## src/rtl/led_ctrl.sv

```systemverilog
// LED channel controller: per-channel OFF/ON/BLINK/PWM drive from a
// two-state configuration write port and shared blink/PWM time bases.
//   state | meaning
//   IDLE  | ready for a configuration write (cfg_ready=1)
//   WRITE | committing the captured write, or flagging it via cfg_err
module led_ctrl #(
  parameter int N_LED       = 10,
  parameter int PRESCALE    = 50000,
  parameter int BLINK_TICKS = 250
) (
  input  logic             clk,
  input  logic             rst_n,
  input  logic             cfg_valid,
  output logic             cfg_ready,
  input  logic [4:0]       cfg_idx,
  input  logic [1:0]       cfg_mode,
  input  logic [7:0]       cfg_duty,
  output logic             cfg_err,
  output logic [N_LED-1:0] led_sig
);

  localparam int PW = $clog2(PRESCALE);
  localparam int BW = (BLINK_TICKS > 1) ? $clog2(BLINK_TICKS) : 1;

  typedef enum logic {IDLE, WRITE} state_t;

  state_t           state, state_nxt;
  logic             accept, commit, cap_ok;
  logic [4:0]       cap_idx;
  logic [1:0]       cap_mode;
  logic [7:0]       cap_duty;
  logic [1:0]       mode [N_LED];
  logic [7:0]       duty [N_LED];
  logic [PW-1:0]    pre_cnt;
  logic             tick;
  logic [BW-1:0]    blink_cnt;
  logic             blink_phase;
  logic [7:0]       pwm_cnt;
  logic [N_LED-1:0] drive;

  assign cap_ok = ({1'b0, cap_idx} < 6'(N_LED));
  assign tick   = (pre_cnt == PW'(PRESCALE - 1));

  always_ff @(posedge clk or negedge rst_n) begin
    if (!rst_n) state <= IDLE;
    else        state <= state_nxt;
  end

  always_comb begin
    state_nxt = state;
    cfg_ready = 1'b0;
    cfg_err   = 1'b0;
    accept    = 1'b0;
    commit    = 1'b0;
    case (state)
      IDLE: begin
        cfg_ready = 1'b1;
        if (cfg_valid) begin
          accept    = 1'b1;
          state_nxt = WRITE;
        end
      end
      WRITE: begin
        state_nxt = IDLE;
        commit    = cap_ok;
        cfg_err   = ~cap_ok;
      end
      default: state_nxt = IDLE;
    endcase
  end

  always_ff @(posedge clk or negedge rst_n) begin
    if (!rst_n) begin
      cap_idx  <= '0;
      cap_mode <= '0;
      cap_duty <= '0;
    end else if (accept) begin
      cap_idx  <= cfg_idx;
      cap_mode <= cfg_mode;
      cap_duty <= cfg_duty;
    end
  end

  // Out-of-range indices match no channel, so a rejected write touches nothing.
  always_ff @(posedge clk or negedge rst_n) begin
    if (!rst_n) begin
      for (int i = 0; i < N_LED; i++) begin
        mode[i] <= 2'b00;
        duty[i] <= 8'd0;
      end
    end else if (commit) begin
      for (int i = 0; i < N_LED; i++) begin
        if (cap_idx == 5'(i)) begin
          mode[i] <= cap_mode;
          duty[i] <= cap_duty;
        end
      end
    end
  end

  always_ff @(posedge clk or negedge rst_n) begin
    if (!rst_n) begin
      pre_cnt     <= '0;
      blink_cnt   <= '0;
      blink_phase <= 1'b0;
      pwm_cnt     <= 8'd0;
    end else begin
      pwm_cnt <= pwm_cnt + 8'd1;
      pre_cnt <= tick ? '0 : pre_cnt + 1'b1;
      if (tick) begin
        if (blink_cnt == BW'(BLINK_TICKS - 1)) begin
          blink_cnt   <= '0;
          blink_phase <= ~blink_phase;
        end else begin
          blink_cnt <= blink_cnt + 1'b1;
        end
      end
    end
  end

  always_comb begin
    drive = '0;
    for (int i = 0; i < N_LED; i++) begin
      case (mode[i])
        2'b00:   drive[i] = 1'b0;
        2'b01:   drive[i] = 1'b1;
        2'b10:   drive[i] = blink_phase;
        default: drive[i] = (pwm_cnt < duty[i]);
      endcase
    end
  end

  always_ff @(posedge clk or negedge rst_n) begin
    if (!rst_n) led_sig <= '0;
    else        led_sig <= drive;
  end

endmodule

```

## config.mk

```make
export PLATFORM = sky130hd
export DESIGN_NAME = led_ctrl
export DESIGN_NICKNAME = d
export VERILOG_FILES = /design/src/rtl/led_ctrl.sv
export SDC_FILE = /design/constraint.sdc
export NUM_CORES = 1
export LEC_CHECK = 0
export ABC_AREA = 1
export BUFFER_PORTS_ARGS = -buffer_cell sky130_fd_sc_hd__buf_2
export CAP_MARGIN = 20
export CORE_ASPECT_RATIO = 0.7
export CORE_UTILIZATION = 45
export CTS_CLUSTER_DIAMETER = 80
export DETAILED_ROUTE_END_ITERATION = 10
export PLACE_DENSITY = 0.62
export SYNTH_ARGS = -nofsm -noshare
export SYNTH_HDL_FRONTEND = slang
export SYNTH_SLANG_ARGS = --single-unit
```

## constraint.sdc

```tcl
create_clock -name clk -period 1.5 [get_ports clk]
set_input_delay 0.075 -clock clk [delete_from_list [all_inputs] [get_ports clk]]
set_output_delay 0.075 -clock clk [all_outputs]
set_load 0.02 [all_outputs]
```

==> flow_summary_export.csv <==
group,metric,value,unit
run_status,status,"finished, final reports clean",
sta,rsz0062_at_grt,"true",
yosys,yosys.area.top_type,"dfrtp_1",
routing,wl_per_cell,14.1,um
grt,grt_pass1_wl,32500,um
floorplan,io_pins,30,
grt,gr-total-overflow,0,
yosys,synth-xor-area-share,1.22,%
routing,met3_length,749,um
yosys,synthFlopType,"dfrtp_1",
placed_design,dpl.hpwl,13200,um
yosys,synth.area.top_cells,"dfrtp_1, nand2_1, ha_1",
sta,fin_ws,0.0281,ns
clock_tree,cts_buffer_depth,2,
setup_path,criticalPathCategory,"flip-flop to flip-flop",
sta,hold_slack,0.104,ns
layout,antenna_cells,0,
clock_tree,insertion_delay,0.42,ns
grt,track_usage,21.5,%
placed_design,port_buffers,29,
yosys,synth.avg_cell_area,8.14,um2
clock_tree,cts_root_buf,"clkbuf_16",
routing,wl_met2,7990,um
layout,drive_gt1_share,16.1,%
routing,routed.top_layer,"met4",
yosys,netlist_top_cells_count,"nand2_1, inv_1, dfrtp_1, o21ai_1, ha_1",
yosys,synth.cell_area,8590,um2
routing,viasPerCell,4.80,
sta,fin_crit,1.47,ns
grt,grt_max_degree,42,
setup_path,arrival,1.77,ns
routing,drtIter0Drc,361,
sta,min_period_over_period,98.1,%
setup_path,start_kind,"flip-flop",
yosys,syn-num-nets,1148,
layout,final_cells,1398,
yosys,synth_edf_count,0,
yosys,async_reset_ff_share,100,%
power,cellPowerDensity,1330,nW/um2
sta,timing.setup.tns,0,ns
setup_path,worstReg2RegStart,"cap_idx[2]$_DFFE_PN0P_",
sta,relSlewSlack,59.0,%
clock_tree,cts_made_buffers,17,
placed_design,dpl_cell_area,9420,um2
grt,grt_pass1_vias,6194,
clock_tree,cts_sinks,159,
sta,worst_pin_slew,0.615,ns
routing,vias,6710,
floorplan,rows,41,
yosys,synth_top_family_by_area,"simple AND/OR/NAND/NOR gates",
clock_tree,cts_max_level,4,
floorplan,chipHeight,118,um
yosys,synth-compound-area-share,10.6,%
routing,wirelength,19800,um
setup_path,reg2reg_depth,7,
yosys,synthMuxAreaShare,0,%
min_path,min_path_type,"input port to async pin",
power,total_power,13.8,mW
sta,clock_skew,0.00748,ns
placed_design,place_inst,1345,
yosys,yosysTopAreaCellShare,46.3,%
yosys,synth_seq_cells,159,
yosys,yosysMostFrequentCell,"nand2_1",
sta,fmax,0.679,GHz
yosys,synth_fa_ha_area_share,10.8,%
sta,setup_violations,0,
sta,final-hold-violation-count,0,
routing,antenna_left,0,
placed_design,place_ws,0.0436,ns
routing,firstDrtPassIters,4,
grt,antenna_found_initial,0,
layout,nNetsFinal,1241,
setup_path,critical_path_required,1.80,ns
placed_design,routabilityCongestion,0.780,
yosys,synth-simple-area-share,20.2,%
yosys,syn-instance-count,1056,
power,p_leak,5.34,nW
layout,utilization,56.5,%
routing,drc,0,
power,ir_drop,0.000710,V
floorplan,initial_utilization,46.8,%
setup_path,path_max_fanout,20,
clock_tree,path_clk_slew,0.07,ns
floorplan,design.die.area,19700,um2
routing,met1_length,10900,um
floorplan,die_w,167,um
layout,stdcell_area,10400,um2
layout,area_growth,20.8,%
setup_path,worstSetupEndpointType,"flip-flop",
setup_path,timing.rr.end,"mode[19]$_DFFE_PN0P_",
clock_tree,cts_tree,"built",
yosys,ys_seq_area_share,46.3,%
flow_run,maxCapViolCount,0,
setup_path,r2r_slack,0.03,ns
sta,final_max_slew_viol_count,0,
yosys,ys_types,29,
yosys,ys_warn_count,0,
floorplan,core-area,18400,um2
==> flip-flops by register name (all words and copies together) (netlist names), 5 cells and up <==
register,flops
duty,80
cap_idx,5
led_sig,10
mode,20
blink_cnt,8
cap_duty,8
pwm_cnt,8
pre_cnt,16
==> critical path, stage by stage, from the launching register on <==
cell	delay [ns]
dfrtp_1	0.39
o21ai_2	0.21
nand3_2	0.16
nor2_4	0.15
nand2_1	0.10
buf_12	0.18
nand2_1	0.07
o21ai_1	0.07
==> how the worst max path moves through the flow <==
stage                                 startpoint                       to  slack, ns  cells after the start
after floorplan             pre_cnt[0]$_DFF_PN0_  blink_phase$_DFFE_PN0P_       0.20                     10
after global placement      pre_cnt[0]$_DFF_PN0_     pre_cnt[8]$_DFF_PN0_       0.08                      9
after detailed placement    pre_cnt[0]$_DFF_PN0_     pre_cnt[6]$_DFF_PN0_       0.04                      9
after CTS                   pre_cnt[0]$_DFF_PN0_     pre_cnt[6]$_DFF_PN0_       0.03                      9
after global routing      cap_idx[3]$_DFFE_PN0P_                  cfg_err      -0.07                      4
final                     cap_idx[2]$_DFFE_PN0P_     mode[19]$_DFFE_PN0P_       0.03                      7
==> cell families after synthesis <==
kind of cell,Yosys count
AND/OR/NAND/NOR,426
adder cells (fa/ha/maj),74
XOR/XNOR,12
buffers and inverters,218
flip-flops,159
AO/OA/AOI/OAI,167
==> placed cells by master (no fill, tap or decap), types with 26 or more instances in the layout <==
master / Yosys / routed
nand2_1: 305 / 280
inv_1: 182 / 180
nand3_1: 40 / 39
o21ai_0: 30 / 28
nand2_2: 1 / 26
ha_1: 74 / 73
buf_4: 4 / 47
dfrtp_1: 159 / 159
buf_2: 6 / 27
nor2_1: 57 / 52
o21ai_1: 91 / 89
==> layer usage <==
metal | vias to the layer above | global-route usage [%]
met4 | 0 | 4.47
met2 | 113 | 29.9
met3 | 9 | 3.67
li1 | 3490 | -
met5 | - | 0
met1 | 3098 | 34.3
==> repair_timing <==
action                                 in CTS  in global routing
hold buffers                               17                  0
setup endpoints to repair                   0                107
endpoints found under the hold margin     174                  0
resized for setup                           0                 50
buffers inserted                            0                  4
==> power by group <==
part	switching, mW	internal (mW)	leakage, nW
clock network	1.82	2.71	0.292
registers	0.560	5.28	2.10
logic	1.99	1.42	2.95
total	4.37	9.41	5.34
==> cell type report <==
cell class	instances	area [um2]
flip-flops and latches	159	3980
clock buffers	19	453
repair buffers	110	1000
inverters	182	683
multi-input cells	679	3810
clock inverters	13	161
fillers	1683	7980
well taps	236	295
(Power assumes the default switching activity.)
